### src/rtl/sram_adapter_pkg.sv
// Shared widths, request payload and sizing helper for the SRAM RW request adapter.
package sram_adapter_pkg;

    localparam int unsigned SRAM_ADDR_W  = 9;
    localparam int unsigned SRAM_DATA_W  = 128;
    localparam int unsigned SRAM_MASK_W  = 4;
    localparam int unsigned SRAM_Q_DEPTH = 2;

    typedef struct packed {
        logic                   write;
        logic [SRAM_ADDR_W-1:0] addr;
        logic [SRAM_DATA_W-1:0] wdata;
        logic [SRAM_MASK_W-1:0] wmask;
    } req_t;

    // Bits needed to hold values 0..n-1; never less than one bit.
    function automatic int unsigned clog2(input int unsigned n);
        int unsigned r;
        r = 1;
        for (int unsigned i = 1; i < 32; i++) begin
            if ((32'd1 << i) < n) begin
                r = i + 1;
            end
        end
        return r;
    endfunction

endpackage

### src/rtl/sram_resp_fifo.sv
// Read-response FIFO; the output is always the registered head entry, so a push
// into an empty FIFO becomes visible one cycle later.
module sram_resp_fifo
    import sram_adapter_pkg::*;
#(
    parameter int unsigned DATA_W = SRAM_DATA_W,
    parameter int unsigned DEPTH  = SRAM_Q_DEPTH
)(
    input  logic                            clk,
    input  logic                            rst_n,
    input  logic                            i_push,
    input  logic [DATA_W-1:0]               i_push_data,
    input  logic                            i_pop,
    output logic                            o_valid,
    output logic [DATA_W-1:0]               o_data,
    output logic [clog2(DEPTH + 1)-1:0]     o_count
);
    localparam int unsigned PTR_W = clog2(DEPTH);
    localparam int unsigned CNT_W = clog2(DEPTH + 1);

    logic [DATA_W-1:0] r_mem [DEPTH];
    logic [PTR_W-1:0]  r_wr_ptr;
    logic [PTR_W-1:0]  r_rd_ptr;
    logic [CNT_W-1:0]  r_count;
    logic [PTR_W-1:0]  w_wr_nxt;
    logic [PTR_W-1:0]  w_rd_nxt;

    assign w_wr_nxt = (r_wr_ptr == PTR_W'(DEPTH - 1)) ? '0 : r_wr_ptr + PTR_W'(1);
    assign w_rd_nxt = (r_rd_ptr == PTR_W'(DEPTH - 1)) ? '0 : r_rd_ptr + PTR_W'(1);

    always_ff @(posedge clk or negedge rst_n) begin
        if (!rst_n) begin
            for (int i = 0; i < int'(DEPTH); i++) begin
                r_mem[i] <= '0;
            end
            r_wr_ptr <= '0;
            r_rd_ptr <= '0;
            r_count  <= '0;
        end else begin
            assert (!(i_push && !i_pop && (r_count == CNT_W'(DEPTH))));
            assert (!(i_pop && (r_count == '0)));
            if (i_push) begin
                r_mem[r_wr_ptr] <= i_push_data;
                r_wr_ptr        <= w_wr_nxt;
            end
            if (i_pop) begin
                r_rd_ptr <= w_rd_nxt;
            end
            case ({i_push, i_pop})
                2'b10:   r_count <= r_count + CNT_W'(1);
                2'b01:   r_count <= r_count - CNT_W'(1);
                default: r_count <= r_count;
            endcase
        end
    end

    assign o_valid = (r_count != '0);
    assign o_data  = r_mem[r_rd_ptr];
    assign o_count = r_count;

endmodule

### src/rtl/sram_rw_req_adapter.sv
// Valid/ready front end for a single-port RW SRAM macro: issues requests straight onto
// the macro port and returns read data in order through a credit-guarded FIFO.
module sram_rw_req_adapter
    import sram_adapter_pkg::*;
#(
    parameter int unsigned ADDR_W  = SRAM_ADDR_W,
    parameter int unsigned DATA_W  = SRAM_DATA_W,
    parameter int unsigned MASK_W  = SRAM_MASK_W,
    parameter int unsigned Q_DEPTH = SRAM_Q_DEPTH
)(
    input  logic              clock,
    input  logic              reset_n,
    input  logic              req_valid,
    output logic              req_ready,
    input  logic              req_write,
    input  logic [ADDR_W-1:0] req_addr,
    input  logic [DATA_W-1:0] req_wdata,
    input  logic [MASK_W-1:0] req_wmask,
    output logic              resp_valid,
    input  logic              resp_ready,
    output logic [DATA_W-1:0] resp_rdata,
    output logic              sram_en,
    output logic              sram_wmode,
    output logic [ADDR_W-1:0] sram_addr,
    output logic [MASK_W-1:0] sram_wmask,
    output logic [DATA_W-1:0] sram_wdata,
    input  logic [DATA_W-1:0] sram_rdata
);
    localparam int unsigned CNT_W = clog2(Q_DEPTH + 1);
    localparam int unsigned CRD_W = CNT_W + 1;

    req_t             w_req;
    logic             w_accept;
    logic             w_resp_fire;
    logic [CNT_W-1:0] w_count;
    logic [CRD_W-1:0] w_credit_used;
    logic             r_ready_en;
    logic             r_inflight;

    // Holds req_ready low until the first clock edge after reset release.
    always_ff @(posedge clock or negedge reset_n) begin
        if (!reset_n) begin
            r_ready_en <= 1'b0;
        end else begin
            r_ready_en <= 1'b1;
        end
    end

    // Every accepted read owns a FIFO slot; a pop in this cycle frees one immediately.
    assign w_resp_fire   = resp_valid && resp_ready;
    assign w_credit_used = CRD_W'(w_count) + CRD_W'(r_inflight) - CRD_W'(w_resp_fire);
    assign req_ready     = r_ready_en && (w_credit_used < CRD_W'(Q_DEPTH));
    assign w_accept      = req_valid && req_ready;

    always_comb begin
        w_req = '0;
        if (w_accept) begin
            w_req.write = req_write;
            w_req.addr  = SRAM_ADDR_W'(req_addr);
            w_req.wdata = SRAM_DATA_W'(req_wdata);
            w_req.wmask = SRAM_MASK_W'(req_wmask);
        end
    end

    assign sram_en    = w_accept;
    assign sram_wmode = w_req.write;
    assign sram_addr  = ADDR_W'(w_req.addr);
    assign sram_wmask = MASK_W'(w_req.wmask);
    assign sram_wdata = DATA_W'(w_req.wdata);

    // Macro read data is valid exactly one cycle after a read enable.
    always_ff @(posedge clock or negedge reset_n) begin
        if (!reset_n) begin
            r_inflight <= 1'b0;
        end else begin
            r_inflight <= w_accept && !req_write;
        end
    end

    sram_resp_fifo #(
        .DATA_W (DATA_W),
        .DEPTH  (Q_DEPTH)
    ) u_resp_fifo (
        .clk         (clock),
        .rst_n       (reset_n),
        .i_push      (r_inflight),
        .i_push_data (sram_rdata),
        .i_pop       (w_resp_fire),
        .o_valid     (resp_valid),
        .o_data      (resp_rdata),
        .o_count     (w_count)
    );

endmodule

### config.mk
export PLATFORM = sky130hd
export DESIGN_NAME = sram_rw_req_adapter
export DESIGN_NICKNAME = d
export VERILOG_FILES = /design/src/rtl/sram_adapter_pkg.sv /design/src/rtl/sram_resp_fifo.sv /design/src/rtl/sram_rw_req_adapter.sv
export SDC_FILE = /design/constraint.sdc
export NUM_CORES = 1
export LEC_CHECK = 0
export BUFFER_PORTS_ARGS = -buffer_cell sky130_fd_sc_hd__buf_2
export CAP_MARGIN = 20
export CORE_AREA = 2 2 213 215
export DETAILED_ROUTE_END_ITERATION = 8
export DIE_AREA = 0 0 215 217
export GPL_ROUTABILITY_DRIVEN = 1
export GPL_TIMING_DRIVEN = 0
export SLEW_MARGIN = 20
export SYNTH_ARGS = -nofsm -noshare
export SYNTH_HDL_FRONTEND = slang
export SYNTH_SLANG_ARGS = --single-unit
export TNS_END_PERCENT = 50
### constraint.sdc
create_clock -name clock -period 4.3 [get_ports clock]
set_input_delay 0.43 -clock clock [delete_from_list [all_inputs] [get_ports clock]]
set_output_delay 0.43 -clock clock [all_outputs]
set_load 0.005 [all_outputs]
# Yosys cells after proc, flatten, opt, wreduce, memory -nomap -nowiden

Index checks and enable logic that the tools add are counted.
W data, S select, Z words.

Bits in registers: 262
Bits of input ports: 274

Add/sub/neg operators: 6
Order comparisons: 4
Eq/ne operators: 2
Mux-type cells: 10
Bitwise operators: 2
Reductions and logical operators: 8

Operators by type and width:

| operator              | number |
|---|---|
| $mux W128             | 4 |
| $bwmux W256           | 1 |
| $mux W142             | 1 |
| $demux W128 S1        | 1 |
| $logic_and A1 B1 Y1   | 5 |
| $ge A2 B2 Y1 const B  | 2 |
| $not A1 Y2            | 2 |
| $pmux W2 S2           | 1 |
| $reduce_bool A2 Y1    | 2 |
| $add A2 B1 Y3         | 1 |
| $lt A3 B2 Y1 const B  | 1 |
| $sub A3 B1 Y3         | 1 |
| $add A1 B1 Y1 const B | 2 |
| $add A2 B1 Y2 const B | 1 |
| $eq A2 B1 Y1 const B  | 1 |
| $eq A2 B2 Y1 const B  | 1 |
| $lt A2 B1 Y1 const B  | 1 |
| $mux W1               | 2 |
| $sub A2 B1 Y2 const B | 1 |
| $logic_not A1 Y1      | 1 |

# Longest topological paths before layout

Depth after elaboration: 7
Gate-level depth with buffers: 9

# Hierarchy

From an unflattened synthesis, not the netlist that was laid out.

Cell total of the unflattened synthesis: 883
Area total of the unflattened synthesis: 13,121.3 um^2

By module, submodules not included:

| module              | times used | cells each | area each (um^2) |
|---|---|---|---|
| sram_resp_fifo      | 1          | 697        | 11,775.0 |
| sram_rw_req_adapter | 1          | 186        | 1,346.3 |

# Least setup slack after synthesis

OpenSTA, ideal clock, no wires.

Path kind: reg2out
From: register u_resp_fifo.r_count[1] (netlist: u_resp_fifo.o_count[1])
To: output sram_addr[0]
Arrival time: 2.045 ns
Data required time: 3.870 ns
Setup slack: 1.825 ns
Stages on the path, launching flop included: 10
Buffers on the path: 3
Cell sequence: dfrtp_1 -> and3b_1 -> o21ai_0 -> fa_1 -> xnor2_1 -> and3_1 -> buf_6 -> buf_6 -> buf_6 -> and3_1

Longest elaborated chain between the ends: 7
Elaborated cells between the ends (all ways): 8

Ends and longest elaborated chain:

| what                                                  | line                      | text |
|---|---|---|
| from (decl)                                           | sram_resp_fifo.sv:24      | `logic [CNT_W-1:0] r_count;` |
| from (signal assigned)                                | sram_resp_fifo.sv:50      | `2'b10: r_count <= r_count + CNT_W'(1);` |
| from (signal assigned)                                | sram_resp_fifo.sv:51      | `2'b01: r_count <= r_count - CNT_W'(1);` |
| from (signal assigned)                                | sram_resp_fifo.sv:52      | `default: r_count <= r_count;` |
| branches (longest 2 deep; another with $add A2 B1 Y3) | -                         |  |
| $sub A3 B1 Y3 (*)                                     | sram_rw_req_adapter.sv:51 | `assign w_credit_used = CRD_W'(w_count) + CRD_W'(r_inflight) - CRD_W'(w_resp_fire);` |
| $lt A3 B2 Y1 (*)                                      | sram_rw_req_adapter.sv:52 | `assign req_ready = r_ready_en && (w_credit_used < CRD_W'(Q_DEPTH));` |
| $logic_and A1 B1 Y1 (*)                               | sram_rw_req_adapter.sv:52 |  |
| $logic_and A1 B1 Y1 (*)                               | sram_rw_req_adapter.sv:53 | `assign w_accept = req_valid && req_ready;` |
| $mux W142 (*)                                         | sram_rw_req_adapter.sv:57 | `if (w_accept) begin` |
| to (decl)                                             | sram_rw_req_adapter.sv:24 | `output logic [ADDR_W-1:0] sram_addr,` |

Every way passes the cells marked *.

# Worst setup path after layout

From: register u_resp_fifo.r_count[1] (netlist: u_resp_fifo.o_count[1])
To: output sram_wdata[0]

Longest elaborated chain between the ends: 7
Elaborated cells between the ends (all ways): 8

Ends and longest elaborated chain:

| what                                                  | line                      | text |
|---|---|---|
| branches (longest 2 deep; another with $add A2 B1 Y3) | -                         |  |
| $sub A3 B1 Y3 (*)                                     | sram_rw_req_adapter.sv:51 |  |
| $lt A3 B2 Y1 (*)                                      | sram_rw_req_adapter.sv:52 |  |
| $logic_and A1 B1 Y1 (*)                               | sram_rw_req_adapter.sv:52 |  |
| $logic_and A1 B1 Y1 (*)                               | sram_rw_req_adapter.sv:53 |  |
| $mux W142 (*)                                         | sram_rw_req_adapter.sv:57 |  |
| to (decl)                                             | sram_rw_req_adapter.sv:26 | `output logic [DATA_W-1:0] sram_wdata,` |

Marks and branches as above.

==> flow_summary.toml <==
[detailed_routing]
routed_wl_mm = 47.46
wire_per_inst_um = 22.68
dr_wl_met2_mm = 24.93
drt-initial-drc-count = 460
wl_met3_mm = 2.972
top_layer_used = "met5"
vias_per_cell = 4.636
dr.pass1.iters = 4
vias = 9699
wl_met1_mm = 17.09
ant_nets = 0
drcViolationCount = 0

[clock_network]
clock_path_buffers = 3
cts_setup_buffers = 0
ctsHoldBuffers = 1
cts_sinks = 262
tritoncts = "yes"
cts_root_buf = "clkbuf_16"
cts_buffers = 30
htreeDepth = 1
clk_pin_slew_ns = 0.06
ctsResizeCount = 0
clk_latency_ns = 0.57

[global_route]
overflow = 0
grt_usage_pct = 19.72
antenna_found_initial = 11
grt_start_max_net_pins = 97
grt_pass1_vias = 10440
grt_pass1_wl_mm = 68.53

[layout]
num-fill-cells = 4514
multiInputGateArea_mm2 = 0.005366
regArea_mm2 = 0.006556
drive_above_1_share_pct = 69.00
final_area_mm2 = 0.01689
syn2layout_area_growth_pct = 36.81
instances_no_fill = 2092
nets = 1741

[worst_setup_path]
critPathLaunchType = "register"
cp.arrival_ns = 3.15
critPathLaunch = "u_resp_fifo.o_count[1]"
rr_startpoint = "u_resp_fifo.o_count[1]"
cp.required_ns = 3.87
cp_max_fo = 10
crit_type = "register to primary output"
crit_path_end_kind = "primary output"

[logic_synthesis]
syn_area_mm2 = 0.01234
yosys_warnings = 0
synth_top_cell_by_area = "dfrtp_1"
synth_area_leaders = "dfrtp_1, mux2_2, and3_1, buf_2, clkbuf_1"
synth.distinct_cells = 23
synth_seq_area_share_pct = 53.12
syn_area_per_cell_um2 = 13.93
syn_nets = 1161
netlist_instances = 886
synth_top_area_share_pct = 53.12
ys_seq_elements = 262

[power_and_ir_drop]
powerDensity_mw_per_mm2 = 668.2
power_mw = 11.28
vdd_drop_max_uv = 301.2
power.leakage_nw = 8.613

[job]
maxCapViolCount = 0

[die]
die_y_um = 217
fp-row-count = 78
start_util_pct = 27.61
core-area_mm2 = 0.04470
die_area_mm2 = 0.04666
die_w_um = 215
io_pins = 547

[sta]
fin_ws_ns = 0.7154
period_share_pct = 83.36
hold_violations = 0
slew_violations = 0
tightest_slew_ns = 0.7880
grt_setup_unrepaired = "false"
setup_viol = 0
maxSlewHeadroom_pct = 47.47
layout_min_cycle_time_ns = 3.585
skew_ns = 0.02656
fmax_mhz = 279.0

[placed_design]
pre_cts_ws_ns = 1.207
portBuffers = 545
placed_area_mm2 = 0.01589
dp_cells = 2033
gp_congestion = 0.9524
dp_hpwl_mm = 38.38

[run_status]
outcome = "finished clean"

[worst_hold_path]
hold_start = "sram_rdata[119]"
hold_class = "primary input to register"
placed cells by master, fill, tap and decap left out, drive strengths merged:
cell type,count
and4,1
dfrtp,262
dlygate4sd3,1
xnor2,3
and3,143
conb,1
o21ai,1
nor2b,2
nor3,1
and3b,2
clkinvlp,1
mux2,384
nand2b,1
nor2,1
clkbuf,67
a21oi,2
bufinv,3
clkinv,5
fa,1
buf,596
xor2,1
diode,8
inv,1
and2,1
nand2,2
or2,1
area by class of cell:
| cell class | count | area share, % |
|---|---|---|
| diodes | 8 | 0.1186 |
| plain buffers | 75 | 2.467 |
| clock buffers | 41 | 4.927 |
| clock inverters | 9 | 0.8151 |
| inverters | 1 | 0.02223 |
| multi-input cells | 548 | 31.78 |
| flip-flops and latches | 262 | 38.83 |
| well taps | 600 | 4.446 |
| repair buffers | 548 | 16.60 |
per-stage QoR:
| stage | TNS, ns | hold slack (ns) | utilization [%] |
|---|---|---|---|
| after detailed placement | 0 | 0.4540 | 35.54 |
| after floorplan | 0 | 0.1344 | - |
| after CTS | 0 | 0.05493 | 37.73 |
| after global placement | -494.24 | 0.4777 | 35.40 |
| final | 0 | 0.09805 | 37.78 |
| after global routing | 0 | 0.06624 | 37.78 |
critical path: stages, from the launching register on:
cell and delay, ns:
dfrtp_1 0.46, and3b_1 0.27, o21ai_0 0.15, fa_1 0.43
xnor2_1 0.13, and3_1 0.18, buf_6 0.16, clkbuf_1 0.39
and3_1 0.22, buf_2 0.19
final timing paths:
path,slack [ns],endpoint,depth (start not counted)
max,0.72,sram_wdata[0],9
min,0.1,u_resp_fifo.r_mem[247],2
max reg2reg,2.05,r_inflight,8
min reg2reg,0.48,u_resp_fifo.r_wr_ptr,1
max in group asynchronous,2.92,u_resp_fifo.r_mem[101],3
min in group asynchronous,0.43,u_resp_fifo.r_mem[23],2
kinds of logic (layout without fill, tap and decap cells):
family / Yosys count / in the layout / share of synthesized area (%)
multiplexers: 384 / 384 / 35.03
XOR/XNOR: 4 / 4 / 0.2839
other: 1 / 9 / 0.03038
AND/OR/NAND/NOR: 155 / 155 / 7.846
adder cells (fa/ha/maj): 1 / 1 / 0.1622
buffers and inverters: 76 / 674 / 3.406
flip-flops: 262 / 262 / 53.12
AO/OA/AOI/OAI: 3 / 3 / 0.1216
registers in the layout, summed over array words and instances, names as in the netlist:
signal,flops
u_resp_fifo.r_wr_ptr,1
r_inflight,1
r_ready_en,1
u_resp_fifo.r_mem,256
u_resp_fifo.o_count,2
u_resp_fifo.r_rd_ptr,1
power by group:
group	total, mW	internal [mW]	switching (mW)
registers	4.26	3.70	0.561
clock network	2.53	1.52	1.01
logic	4.49	2.63	1.86
total	11.3	7.85	3.43
routing by layer:
layer	up-vias	track usage (%)
li1	4362	-
met1	4892	20.88
met2	357	36.45
met3	86	4.836
met4	2	9.931
met5	-	0
cells in the mapped netlist:
master,instances
buf_6,7
mux2_2,384
inv_1,1
nor3_1,1
buf_2,30
o21ai_0,1
dfrtp_1,262
xor2_1,1
clkbuf_1,26
and2_1,1
nor2b_1,2
xnor2_1,3
conb_1,1
a21oi_1,2
and4_1,1
fa_1,1
nor2_1,1
buf_4,12
nand2_1,2
and3_1,143
nand2b_1,1
or2_2,1
and3b_1,2
Note: power is estimated with default switching activity, not from simulation.
